File: config.mk
export PLATFORM = sky130hd
export DESIGN_NAME = systolic_drain
export DESIGN_NICKNAME = d
export VERILOG_FILES = /design/src/rtl/systolic_pkg.sv /design/src/rtl/systolic_drain_buffer.sv /design/src/rtl/systolic_drain.sv
export SDC_FILE = /design/constraint.sdc
export NUM_CORES = 1
export LEC_CHECK = 0
export CAP_MARGIN = 25
export CORE_MARGIN = 5
export CORE_UTILIZATION = 45
export CTS_CLUSTER_SIZE = 20
export DETAILED_ROUTE_END_ITERATION = 16
export HOLD_SLACK_MARGIN = 0.06
export SLEW_MARGIN = 20
export SYNTH_ARGS = -nofsm -noshare
export SYNTH_HDL_FRONTEND = slang
export SYNTH_SLANG_ARGS = --single-unit
File: constraint.sdc
create_clock -name clk -period 2.4 [get_ports clk]
set_input_delay 0.48 -clock clk [delete_from_list [all_inputs] [get_ports clk]]
set_output_delay 0.48 -clock clk [all_outputs]
set_load 0.05 [all_outputs]
File: src/rtl/systolic_pkg.sv
// Shared types and defaults for the systolic array result-drain path.
package systolic_pkg;

    localparam int unsigned PE_NUMBER_DEF = 64;
    localparam int unsigned WORD_SIZE_DEF = 16;

    typedef enum logic [1:0] {
        IDLE,
        DRAIN,
        STREAM,
        CLEAR
    } drain_state_t;

    typedef logic [WORD_SIZE_DEF-1:0] word_t;

endpackage

File: src/rtl/systolic_drain_buffer.sv
// PE_NUMBER x WORD_SIZE register file holding one drained result row:
// one synchronous write port, one combinational read port.
module drain_buffer #(
    parameter int unsigned DEPTH = 64,
    parameter int unsigned WIDTH = 16,
    parameter int unsigned AW    = $clog2(DEPTH)
) (
    input  logic             clk,
    input  logic             we,
    input  logic [AW-1:0]    waddr,
    input  logic [WIDTH-1:0] wdata,
    input  logic [AW-1:0]    raddr,
    output logic [WIDTH-1:0] rdata
);

    logic [WIDTH-1:0] mem [DEPTH];

    always_ff @(posedge clk) begin
        if (we) begin
            mem[waddr] <= wdata;
        end
    end

    assign rdata = mem[raddr];

endmodule

File: src/rtl/systolic_drain.sv
// Drains the PE array's serial result chain into a buffer and replays it as a
// valid/ready stream. Define DRAIN_REVERSE_EN to emit words from PE_NUMBER-1 down to 0.
module systolic_drain
    import systolic_pkg::*;
#(
    parameter int unsigned PE_NUMBER    = PE_NUMBER_DEF,
    parameter int unsigned WORD_SIZE    = WORD_SIZE_DEF,
    parameter int unsigned READ_LATENCY = 1
) (
    input  logic                         clk,
    input  logic                         reset,
    input  logic                         start,
    output logic                         busy,
    output logic                         done,
    output logic                         arr_read,
    input  logic [WORD_SIZE-1:0]         arr_d_i,
    output logic                         arr_clr,
    output logic [WORD_SIZE-1:0]         m_data,
    output logic [$clog2(PE_NUMBER)-1:0] m_index,
    output logic                         m_valid,
    input  logic                         m_ready,
    output logic                         m_last
);

    localparam int unsigned CW = $clog2(PE_NUMBER + 1);
    localparam int unsigned IW = $clog2(PE_NUMBER);
    localparam logic [CW-1:0] LAST = CW'(PE_NUMBER - 1);

    drain_state_t state;
    logic [CW-1:0] rcnt;
    logic [CW-1:0] wcnt;
    logic [CW-1:0] rd;
    logic [READ_LATENCY-1:0] lat_pipe;
    logic sample;
    logic [IW-1:0] rd_idx;
    logic [WORD_SIZE-1:0] rdata;

    // Each arr_read cycle marks the array output valid READ_LATENCY cycles later.
    assign sample = lat_pipe[READ_LATENCY-1];

`ifdef DRAIN_REVERSE_EN
    assign rd_idx = IW'(LAST - rd);
`else
    assign rd_idx = rd[IW-1:0];
`endif

    drain_buffer #(
        .DEPTH (PE_NUMBER),
        .WIDTH (WORD_SIZE)
    ) u_buf (
        .clk   (clk),
        .we    (sample && (state == DRAIN)),
        .waddr (wcnt[IW-1:0]),
        .wdata (arr_d_i),
        .raddr (rd_idx),
        .rdata (rdata)
    );

    assign busy    = (state != IDLE);
    assign m_data  = m_valid ? rdata : '0;
    assign m_index = m_valid ? rd_idx : '0;
    assign m_last  = m_valid && (rd == LAST);

    always_ff @(posedge clk) begin
        if (reset) begin
            lat_pipe <= '0;
        end else begin
            lat_pipe <= (lat_pipe << 1) | READ_LATENCY'(arr_read);
        end
    end

    always_ff @(posedge clk) begin
        if (reset) begin
            state    <= IDLE;
            arr_read <= 1'b0;
            arr_clr  <= 1'b0;
            done     <= 1'b0;
            m_valid  <= 1'b0;
            rcnt     <= '0;
            wcnt     <= '0;
            rd       <= '0;
        end else begin
            arr_clr <= 1'b0;
            done    <= 1'b0;
            case (state)
                IDLE: begin
                    if (start) begin
                        state    <= DRAIN;
                        arr_read <= 1'b1;
                        rcnt     <= '0;
                        wcnt     <= '0;
                    end
                end
                DRAIN: begin
                    if (arr_read) begin
                        rcnt <= rcnt + 1'b1;
                        if (rcnt == LAST) begin
                            arr_read <= 1'b0;
                        end
                    end
                    if (sample) begin
                        wcnt <= wcnt + 1'b1;
                        if (wcnt == LAST) begin
                            state   <= STREAM;
                            m_valid <= 1'b1;
                            rd      <= '0;
                        end
                    end
                end
                STREAM: begin
                    if (m_ready) begin
                        if (rd == LAST) begin
                            state   <= CLEAR;
                            m_valid <= 1'b0;
                            arr_clr <= 1'b1;
                            done    <= 1'b1;
                        end else begin
                            rd <= rd + 1'b1;
                        end
                    end
                end
                CLEAR: begin
                    state <= IDLE;
                end
                default: begin
                    state <= IDLE;
                end
            endcase
        end
    end

endmodule

==> results.md, run 1 <==
- Pwr dens: 752 mW/mm^2
- Reg2reg start: state[1]
- Outcome: finished, violations left
- Setup tns final: -16860 ps
- Ys Warns: 0
- Xor/xnor share of the synthesized area: 0.236%
- Placed Area: 0.0457 mm^2
- Worst-path clk slew: 60 ps
- Critical Path Max Stage Delay: 580 ps
- Chip width: 311 um
- Die area: 0.0968 mm^2
- Compound-Gate Fraction of Synth Area: 3.25%
- CP arrival: 3000 ps
- Crit path required time: 1920 ps
- Share of async-settable or async-resettable flops after synthesis: 0%
- Initial DRC Count: 2184
- Max VDD drop: 0.584 mV
- GP Congestion: 0.824
- Row cnt: 110
- Multiplexer share of the synthesized area: 15.6%
- Commonest non-fill, non-tap cell in the layout: edfxtp_1
- Final setup margin: -1080 ps
- Unique masters post-synth: 54
- Post-DR vias/cell: 5.91
- Dpl ws: -1080 ps
- Worst path bufs/invs: 5
- # Max-Cap Violations: 0
- Type of origin of the critical path: register
- Detail Placement HPWL: 66100 um
- Clock Path Buffers: 3
- Initial Util: 45.4%
- Total wire length: 107000 um
- FF+latch count, synth: 1057
- ANT nets after route: 0
- Post-synth EDFFs: 1024
- Worst clock skew: 25.9 ps
- Syn Nets: 1940
- Max Freq: 287 MHz
- Final net count: 2377
- Worst-Margin Slew: 827 ps
- CTS Buf Count: 108
- Drt drc: 0
- Avg Inst Size Synth: 21.3 um^2
- Crit path max-delay cell type: mux4_2
- Most frequent cells in the layout: 1024 x edfxtp_1, 257 x buf_4, 241 x mux4_2
- Syn Inst Count: 1913
- Top FF cell, synth: edfxtp_1
- Area Overhead vs Synth: 24.6%
- Vias in the first global route: 21500
- Synthesized cell area: 0.0408 mm^2
- Final hold viol count: 0
- Leakage: 16.0 nW
- HP Class: input pin to register
- First-pass GRT wire length: 155000 um
- Clock Sinks: 1057
- Port buffer count: 47
- CP Cell Sequence: buf_12 -> buf_12 -> buf_16 -> buf_6 -> mux4_2 -> mux2i_1 -> a21oi_1 -> nor2_1 -> o32ai_4 -> buf_6
- Placeable Area: 0.0900 mm^2
- Largest net degree at the start of global routing: 65
- Height of the die: 311 um
- Drt first pass iters: 5
- Final Slew Violations: 0
- Htree depth: 3
- DR WL/cell: 29.6 um
- Synth Area in Simple Gates: 2.21%
- Worst-Skew Late Latency: 670 ps
- Fin area: 0.0509 mm^2
- Antenna violations before repair: 1
- Kind of critical path: register to output pin
- CTS tree: yes
- Ratio of cells with drive above 1 in the final layout: 38.7%
- # fillers: 6689
- GR Util All Layers: 21.9%
- CTS root buf: clkbuf_16
- Max FO, Critical Path: 7
- Endpoint class of the critical path: output pin
- Register area share after synthesis: 76.9%
- IO Count: 48
- Final Critical Period: 3480 ps
- GR Overflow Total: 0
- Max transition margin: 44.9%
- HP Start: arr_d_i[2]
- Post-Synth Adder-Cell Area: 0.215%
- Final setup violation count: 16
- Top cell family by delay on the critical path: multiplexers
- Tcrit/Tclk final: 145%
- Largest family of logic cells by synthesized area: multiplexers
- Via count: 21400
- RSZ-0062 raised after global routing: yes
- Violations in the final reports: setup timing
-- worst register-to-register path, cell delays in order, from the launching register on --
cell and delay (ps):
dfxtp_1 320, inv_1 100, ha_1 240, nand2_1 70
nor2_1 220, nand2_1 80, buf_4 220, nor2_1 300
buf_12 210
-- per-layer routing --
layer / GRT usage (%) / routed length, um
met5: 0 / 0
met2: 34.7 / 51400
met4: 5.14 / 2000
met3: 3.50 / 7930
met1: 32.4 / 45900
-- final cells by class --
cell class	instances	area [um^2]	area share, %
Multi-Input combinational cell	739	9690	19.0
Inverter	12	45.0	0.0885
Tap cell	1176	1470	2.89
Timing Repair Buffer	432	4890	9.61
Clock inverter	61	467	0.917
Sequential cell	1057	31400	61.8
Clock buffer	140	2890	5.67
Antenna cell	2	5.00	0.00984
-- Yosys cell counts (2+ instances only) --
cell	n	area share (%)
a2111oi_0	5	0.11
a211oi_1	18	0.33
a21o_1	4	0.074
a21oi_1	42	0.51
a221oi_1	15	0.32
a22o_1	10	0.21
a22oi_1	3	0.055
and2_1	7	0.11
and3_1	5	0.077
and4_1	2	0.043
buf_1	6	0.055
buf_2	32	0.39
buf_4	27	0.50
buf_6	7	0.19
clkbuf_1	32	0.29
dfxtp_1	33	1.6
edfxtp_1	1024	75
ha_1	7	0.21
inv_1	12	0.11
mux2_2	7	0.19
mux2i_1	84	2.1
mux4_2	240	13
nand2_1	33	0.30
nand2b_1	10	0.15
nand3_1	9	0.11
nand3b_1	3	0.055
nand4_1	4	0.061
nor2_1	98	0.90
nor2b_1	10	0.15
nor3b_1	3	0.055
o211ai_1	10	0.18
o21ai_0	26	0.32
o221ai_1	20	0.43
o22ai_1	28	0.43
o31ai_1	2	0.037
o32ai_1	2	0.043
or2_2	4	0.061
or3_1	4	0.061
xnor2_1	4	0.086
xor2_1	7	0.15
-- timing repair --
| item | 4_1_cts | 5_1_grt |
|---|---|---|
| gates cloned | 7 | 2 |
| pin swaps | 46 | 28 |
| endpoints found under the setup margin | 24 | 19 |
| buffers inserted | 44 | 22 |
| endpoints found under the hold margin | 0 | 0 |
| hold buffers | 0 | 0 |
| resized for setup | 191 | 61 |
-- power by group --
| part | internal [mW] | switching, mW |
|---|---|---|
| combinational | 0.758 | 1.26 |
| clock | 9.11 | 6.82 |
| sequential | 20.3 | 0.0350 |
| total | 30.1 | 8.11 |
-- kinds of logic after synthesis --
| logic type | count (synthesis) |
|---|---|
| xor+xnor | 11 |
| compound gates | 194 |
| simple gates | 195 |
| buf+inv | 117 |
| mux | 332 |
| flops | 1057 |
| fa+ha+maj | 7 |
-- registers in the layout, summed over array words and instances, names as in the netlist, named ones only --
register,flops
u_buf.mem,1024
arr_read,1
rd,7
state,2
arr_clr,1
m_valid,1
rcnt,7
lat_pipe,1
wcnt,7
-- final timing paths --
check                                   endpoint  slack (ps)  cells after the start
worst max-delay path                   m_data[8]       -1080                     10
worst min-delay path            u_buf.mem[14][2]         220                      1
worst max register to register   u_buf.mem[8][6]         320                      8
worst min register to register          state[0]         480                      2
-- metrics by stage --
stage	std cells	utilization [%]	hold WS (ps)	power, mW
detailed placement	3357	50.8	471	22.5
CTS	3601	56.1	180	38.5
global route	3618	56.5	215	39.4
floorplan	1913	-	443	21.6
finish	3619	56.5	215	38.2
global placement	3357	50.8	459	22.4
No activity file was read; power rests on OpenSTA's default activity.
==> run 2: changes to the inputs <==
- DONT_BUFFER_PORTS: unset -> 1
==> run 2 against run 1 <==
  * The run still ends with setup timing left
  * Clock power up 4%
  * Global-route usage down 0.65 points
  * Wire length down 2.6%
  * Non-clock buffer count down 77
  * Die area unchanged
  * Sequential power about the same
  * Largest cell class unchanged
==> results.md, run 2 (synthesis results as in run 1) <==
- Final hold slack: 146 ps (-69.0 ps)
- Worst path bufs/invs: 5 (unchanged)
- Tcrit/Tclk final: 146% (+1.1 points)
- Placeable Area: 0.0900 mm^2 (unchanged)
- GP Congestion: 0.793 (-3.7%)
- # Max-Cap Violations: 0 (unchanged)
- Initial Util: 45.4% (unchanged)
- RSZ-0062 raised after global routing: yes
- Area Overhead vs Synth: 23.0%
- Htree depth: 3 (unchanged)
- Largest net degree at the start of global routing: 65 (unchanged)
- Clock Path Buffers: 3 (unchanged)
- CTS root buf: clkbuf_16
- Final setup violation count: 16 (unchanged)
- Final net count: 2300 (-3.2%)
- Max reg flops: 1024 (unchanged)
- Row cnt: 110 (unchanged)
- Dpl ws: -806 ps (+272 ps)
- Commonest non-fill, non-tap cell in the layout: edfxtp_1
- CP Cell Sequence: buf_12 -> buf_8 -> buf_6 -> buf_6 -> mux4_2 -> mux2_4 -> a21oi_4 -> a2111oi_4 -> a21o_4 -> buf_12
- Final Critical Period: 3510 ps (+27.5 ps)
- Ratio of cells with drive above 1 in the final layout: 35.8% (-2.9 points)
- Initial DRC Count: 2141 (-2.0%)
- Final Slew Violations: 0 (unchanged)
- Max FO, Critical Path: 4 (-3)
- Clock Sinks: 1057 (unchanged)
- # fillers: 6701 (+0.18%)
- Worst-Margin Slew: 722 ps (-105 ps)
- IO Count: 48 (unchanged)
- Max Freq: 285 MHz (-0.78%)
- HP Class: input pin to register
- GR Overflow Total: 0 (unchanged)
- Most frequent cells in the layout: 1024 x edfxtp_1, 240 x mux4_2, 205 x buf_4
- Port buffer count: 0 (-100%)
- Total wire length: 104000 um (-2.6%)
- Antenna violations before repair: 4 (+3)
- Sequential Area: 0.0314 mm^2 (unchanged)
- Type of origin of the critical path: register
- DR WL/cell: 29.5 um (-0.53%)
- Final hold viol count: 0 (unchanged)
- Setup tns final: -16690 ps (+178 ps)
- Largest Register: u_buf.mem
- Max VDD drop: 0.623 mV (+6.7%)
- CTS tree: yes
- Critical Path Max Stage Delay: 490 ps (-90 ps)
- CP arrival: 3030 ps (+30 ps)
- Worst-Skew Late Latency: 670 ps (about the same)
- CTS Buf Count: 108 (unchanged)
- Drt first pass iters: 5 (unchanged)
- Max transition margin: 51.6% (+6.8 points)
- Vias in the first global route: 21300 (-1.0%)
- Endpoint class of the critical path: output pin
- Crit path required time: 1920 ps (about the same)
- Pwr dens: 769 mW/mm^2 (+2.3%)
- Die area: 0.0968 mm^2 (unchanged)
- Crit path max-delay cell type: mux4_2
- Final setup margin: -1110 ps (-27.5 ps)
- GR Util All Layers: 21.2% (-0.65 points)
- Kind of critical path: register to output pin
- Chip width: 311 um (unchanged)
- Worst clock skew: 18.0 ps (-7.91 ps)
- Leakage: 15.7 nW (-2.2%)
- Detail Placement HPWL: 62800 um (-5.0%)
- Via count: 20700 (-3.0%)
- Drt drc: 0 (unchanged)
- Outcome: finished, violations left
- First-pass GRT wire length: 150000 um (-3.1%)
- ANT nets after route: 0 (unchanged)
- Multi-input gate area: 0.00933 mm^2 (-3.8%)
- Violations in the final reports: setup timing
- Worst-path clk slew: 60 ps (about the same)
- Post-DR vias/cell: 5.85 (-0.96%)
- Top cell family by delay on the critical path: multiplexers
- Height of the die: 311 um (unchanged)
## run 2: cell types whose count changed in the layout (fill, tap and decap cells not counted), sizes merged
cell | before | now
clkinv | 46 | 60
clkdlybuf4s15 | 1 | 0
dlygate4sd2 | 6 | 0
dlymetal6s2s | 1 | 0
bufinv | 6 | 12
buf | 415 | 351
inv | 16 | 15
diode | 2 | 1
clkdlybuf4s50 | 5 | 0
bufbuf | 2 | 0
dlygate4sd3 | 0 | 1
clkbuf | 142 | 127
## run 2: layer usage
layer,part of all wire [%],vias up,GRT usage [%]
li1,-,8771,-
met1,41,11000,29.8
met2,48,837,34.1
met3,8.3,123,4.82
met4,2.3,0,5.63
met5,0,-,0
## run 2: timing repair
| item | CTS | global route |
|---|---|---|
| buffers inserted | 20 | 33 |
| endpoints found under the hold margin | 1038 | 0 |
| cloned | 2 | 3 |
| hold buffers | 17 | 0 |
| pin swaps | 24 | 22 |
| gates resized for setup | 85 | 73 |
| endpoints found under the setup margin | 17 | 17 |
## run 2: worst paths after layout
kind	cells after the start	slack (ps)	startpoint	end
worst max register to register	6	170	wcnt[1]	rd[5]
worst min register to register	2	500	rcnt[1]	rcnt[1]
worst max-delay path	10	-1110	register	m_data[15]
worst min-delay path	2	150	m_ready	arr_clr
## run 2: power by group
part | leakage [nW] | switching (mW) | total [mW] | internal, mW
Sequential | 9.47 | 0.0324 | 20.3 | 20.3
Clock | 1.70 | 6.94 | 16.5 | 9.58
Combinational | 4.52 | 1.15 | 1.78 | 0.631
## run 2: final cells by class
class,instances,area share [%]
Clock buffer,124,5.54
Multi-Input combinational cell,739,18.6
Sequential cell,1057,62.6
Inverter,12,0.0897
Antenna cell,1,0.00498
Tap cell,1176,2.93
Clock inverter,80,1.41
Timing Repair Buffer,355,8.88
## run 2: stage by stage
| step | power (mW) | cell area [um^2] | utilization, % | instances |
|---|---|---|---|---|
| after floorplan | 21.6 | 40900 | - | 1913 |
| after global placement | 22.0 | 45100 | 50.1 | 3273 |
| after detailed placement | 22.0 | 45100 | 50.1 | 3274 |
| after CTS | 38.8 | 49600 | 55.1 | 3516 |
| after global routing | 39.8 | 50200 | 55.8 | 3543 |
| final | 38.6 | 50200 | 55.8 | 3544 |
==> run 3: changes to the inputs <==
- clock period: 2.4 -> 3.75 ns (I/O delays scaled with it)
==> run 3 against run 2 <==
  * The run still ends with setup timing left
  * Critical path type unchanged
  * Global-route usage decreased by 0.15 points
  * Setup slack improved by 1000 ps
  * Combinational power decreased by 49%
  * Sequential power decreased by 36%
  * Critical path depth decreased by 1
  * Final area decreased by 3.6%
  * Critical endpoint is now m_data[10]
  * Final cell count decreased by 3.4%
  * Wire length decreased by 1.2%
==> results.md, run 3 (synthesis results as in run 1) <==
- CTS Buf Count: 106 (-1.9%)
- Crit path required time: 3000 ps (+1080 ps)
- Largest net degree at the start of global routing: 65 (unchanged)
- RSZ-0062 raised after global routing: yes
- Drt first pass iters: 7 (+2)
- Final Slew Violations: 0 (unchanged)
- GR Overflow Total: 0 (unchanged)
- Cts hold-fix bufs: 0 (-17)
- Pwr dens: 498 mW/mm^2 (-35%)
- Die area: 0.0968 mm^2 (unchanged)
- Outcome: finished, violations left
- # Max-Cap Violations: 0 (unchanged)
- Met2 usage: 33.3% (-0.72 points)
- Row cnt: 110 (unchanged)
- Total wire length: 103000 um (-1.2%)
- Worst clock skew: 21.6 ps (+3.57 ps)
- Initial DRC Count: 2152 (+0.51%)
- Port buffer count: 0 (unchanged)
- Worst-Margin Slew: 960 ps (+238 ps)
- Htree depth: 3 (unchanged)
- Total Power: 24.1 mW (-38%)
- Final hold viol count: 0 (unchanged)
- Final setup violation count: 8 (-8)
- Max reg flops: 1024 (unchanged)
- Antenna violations before repair: 1 (-3)
- GP Congestion: 0.824 (+3.9%)
- Kind of critical path: register to output pin
- GRT busiest layer: met2
- Worst-path clk slew: 60 ps (about the same)
- Final design utilization: 53.8% (-2.0 points)
- DR WL/cell: 30.2 um (+2.4%)
- Most frequent cells in the layout: 1024 x edfxtp_1, 240 x mux4_2, 172 x buf_4
- Setup tns final: -288 ps (+16400 ps)
- Clock Path Buffers: 3 (unchanged)
- Commonest non-fill, non-tap cell in the layout: edfxtp_1
- ANT nets after route: 0 (unchanged)
- Final Critical Period: 3830 ps
- Clock Sinks: 1057 (unchanged)
- Drt drc: 0 (unchanged)
- CP arrival: 3080 ps (+50 ps)
- Ratio of cells with drive above 1 in the final layout: 33.5% (-2.3 points)
- Fin area: 0.0484 mm^2 (-3.6%)
- Final setup margin: -77.9 ps (+1030 ps)
- Final net count: 2183 (-5.1%)
- Met3 usage in global routing: 3.58% (-1.2 points)
- GR Util All Layers: 21.1% (-0.15 points)
- Post-DR vias/cell: 5.98 (+2.1%)
- Type of origin of the critical path: register
- Largest Register: u_buf.mem
- Endpoint class of the critical path: output pin
- Detail Placement HPWL: 61400 um (-2.2%)
- Violations in the final reports: setup timing
- IO Count: 48 (unchanged)
- CTS root buf: clkbuf_16
- CTS tree: yes
- Vias in the first global route: 20700 (-2.7%)
- Tcrit/Tclk final: 102%
- Routing usage on met1: 30.9% (+1.1 points)
- Placeable Area: 0.0900 mm^2 (unchanged)
- Height of the die: 311 um (unchanged)
- Area Overhead vs Synth: 18.5%
- First-pass GRT wire length: 149000 um (-0.80%)
- Placed Area: 0.0436 mm^2 (-3.2%)
- Chip width: 311 um (unchanged)
- Max VDD drop: 0.384 mV (-38%)
- Via count: 20400 (-1.4%)
- Max FO, Critical Path: 8 (+4)
- Leakage: 14.8 nW (-5.4%)
- Max Freq: 261 MHz
- HP Class: input pin to register
- Max transition margin: 35.9% (-16 points)
- Initial Util: 45.4% (unchanged)
- Worst-Skew Late Latency: 680 ps (about the same)
run 3: power by group:
group	leakage (nW)	internal [mW]	switching (mW)
registers	9.47	13.0	0.0419
logic	3.74	0.369	0.538
clock network	1.64	5.82	4.36
run 3: cell type report:
cell class,count,area (um^2)
fillers,6860,41600
repair buffers,240,2620
well taps,1176,1470
inverters,12,45.0
flip-flops and latches,1057,31400
clock buffers,126,2780
clock inverters,71,556
diodes,1,2.50
multi-input cells,739,9490
run 3: metrics by stage:
step                hold slack, ps  setup slack (ps)  cells
finish                         151             -77.9   3422
detailed placement             470               410   3179
CTS                            111             -69.7   3406
global route                   119              -127   3421
global placement               452               399   3179
floorplan                      443               367   1913
run 3: worst paths after layout:
check | endpoint | depth (start not counted) | slack [ps] | from
max reg2reg | u_buf.mem[34][5] | 7 | 900 | state[1]
min | rcnt[1] | 1 | 150 | reset
max | m_data[10] | 9 | -80 | register
min reg2reg | state[0] | 2 | 480 | state[0]
run 3: critical path, stage by stage (launching register included):
cell      delay [ps]
dfxtp_4          360
buf_12           140
buf_16           150
buf_4            120
buf_4            110
mux4_2           520
mux2i_4          280
o211ai_1         210
a22o_2           340
buf_12           160
run 3: timing repair:
action	4_1_cts	5_1_grt
cloned	5	2
buffers inserted	27	17
pin swaps	27	19
setup endpoints to repair	16	16
hold endpoints to repair	0	0
gates resized for setup	140	54
run 3: routing by layer:
metal  up-vias  share of wire [%]
met4         0                2.3
met1     11000                 43
met2       804                 48
li1       8516                  -
met5         -                  0
met3       134                7.1
==> patch: new RTL, flow settings as in run 1 <==
Add a define of `DRAIN_REVERSE_EN`.
--- a/src/rtl/systolic_drain.sv
+++ b/src/rtl/systolic_drain.sv
@@ -1,5 +1,7 @@
 // Drains the PE array's serial result chain into a buffer and replays it as a
 // valid/ready stream. Define DRAIN_REVERSE_EN to emit words from PE_NUMBER-1 down to 0.
+`define DRAIN_REVERSE_EN
+
 module systolic_drain
     import systolic_pkg::*;
 #(
Function: no difference found for any inputs over 4 cycles, from zero or initial values and one cycle with reset high; that may be too few to reach the edited logic, so the function may still have changed.
==> patch against run 1 <==
The flow still finishes with violations (setup timing). Wire length shrank 3.4%. Design area shrank 2.6%. Worst setup slack lost 0.13 ns. Sequential cell count shrank 6. Area after synthesis shrank 1.1%. Clock skew shrank 0.00097 ns. Critical path type unchanged. Critical endpoint is now m_data[11]. Largest cell class unchanged.
Power is not compared: it rests on default switching activity, and its combinational part moved more than twofold at a synthesized area within 25%.
==> patch: results (changes against run 1) <==
status finished with violations; failing checks setup timing; FILL cells 6657 (-0.48%); pre-CTS setup slack -0.972 ns (+0.106 ns); CTS buffer count 104 (-3.7%); Detailed Route Iter0 Violations 2231 (+2.2%); number of global-route vias before repair 21371 (-0.46%); placed cell count 3312 (-1.3%); Post-Place Cell Area 0.0450 mm2 (-1.6%); first-pass GRT wire length 149 mm (-3.7%); Vias/cell 5.87 (-0.76%); Max FO, Critical Path 8 (+1); min setup slack post-route -1.21 ns (-0.127 ns); met3 Resource Use GR 4.19% (+0.69 points); worst slew pin tran 0.816 ns (-0.0109 ns); final setup vio count 17 (+1); Nets 2340 (-1.6%); Fin Setup TNS -18.14 ns (-1.27 ns); top post-synthesis cells by area edfxtp_1 (76%), mux4_2 (12%), dfxtp_1 (1.3%); Max Clock Skew 0.0249 ns (-0.000971 ns); met1 GRT Util 29.4% (-3.1 points); Cell variety after synth 55 (+1.9%); Critical Path AT 3.13 ns (+0.13 ns); layout cells sized above 1 37.2% (-1.4 points); cells after synthesis 1902 (-0.58%); Avg WL per Cell 29.1 um (-1.8%); post-DP HPWL 63.8 mm (-3.5%); Placer Congestion 0.801 (-2.8%); Seq/Total Area, Yosys 77.5% (+0.57 points); Syn-to-layout area delta 22.7%
## patch: worst paths after layout
kind | start | endpoint | cells after the start
worst max-delay path | rd[0]$_SDFFE_PP0P_ | m_data[11] | 9
worst min-delay path | arr_d_i[2] | u_buf.mem[14][2]$_DFFE_PP_ | 1
worst min register to register | rcnt[6]$_SDFFE_PP0P_ | rcnt[6]$_SDFFE_PP0P_ | 2
worst max register to register | rd[1]$_SDFFE_PP0P_ | rd[5]$_SDFFE_PP0P_ | 10
## patch: final cells by class
type                       count  share of cell area (%)
multi-input combinational    734                    18.3
tap                         1165                    2.94
inverter                      11                  0.0909
sequential                  1051                    63.2
clock inverter                55                    1.11
clock buffer                 136                    5.62
timing repair buffer         411                    8.69
## patch: cell families after synthesis
| kind of cell | after synthesis | share of synthesized area, % |
|---|---|---|
| and+or+nand+nor | 219 | 2.50 |
| buffers and inverters | 117 | 1.44 |
| muxes | 285 | 14.5 |
| DFF | 1051 | 77.5 |
| adders and majority gates | 7 | 0.217 |
| xor gates and xnor gates | 11 | 0.239 |
| AOI/OAI and AO/OA | 212 | 3.63 |
## patch: timing repair
item / 4_1_cts / 5_1_grt
pin swaps: 8 / 21
cloned: 2 / 3
resized for setup: 70 / 72
buffers inserted: 24 / 34
hold endpoints to repair: 0 / 0
endpoints found under the setup margin: 23 / 19
## patch: worst max-delay path, stage by stage, from the launching register on
cell and delay (ns):
dfxtp_4 0.43, buf_12 0.14, buf_12 0.13, mux4_2 0.49
a22o_1 0.28, a211oi_4 0.28, buf_6 0.16, a21oi_4 0.05
a211o_4 0.36, buf_8 0.15
## patch: metal layers
layer / routed length (um) / vias up
li1: - / 8844
met1: 42000 / 11132
met2: 51400 / 782
met3: 7080 / 138
met4: 3060 / 2
met5: 13 / -
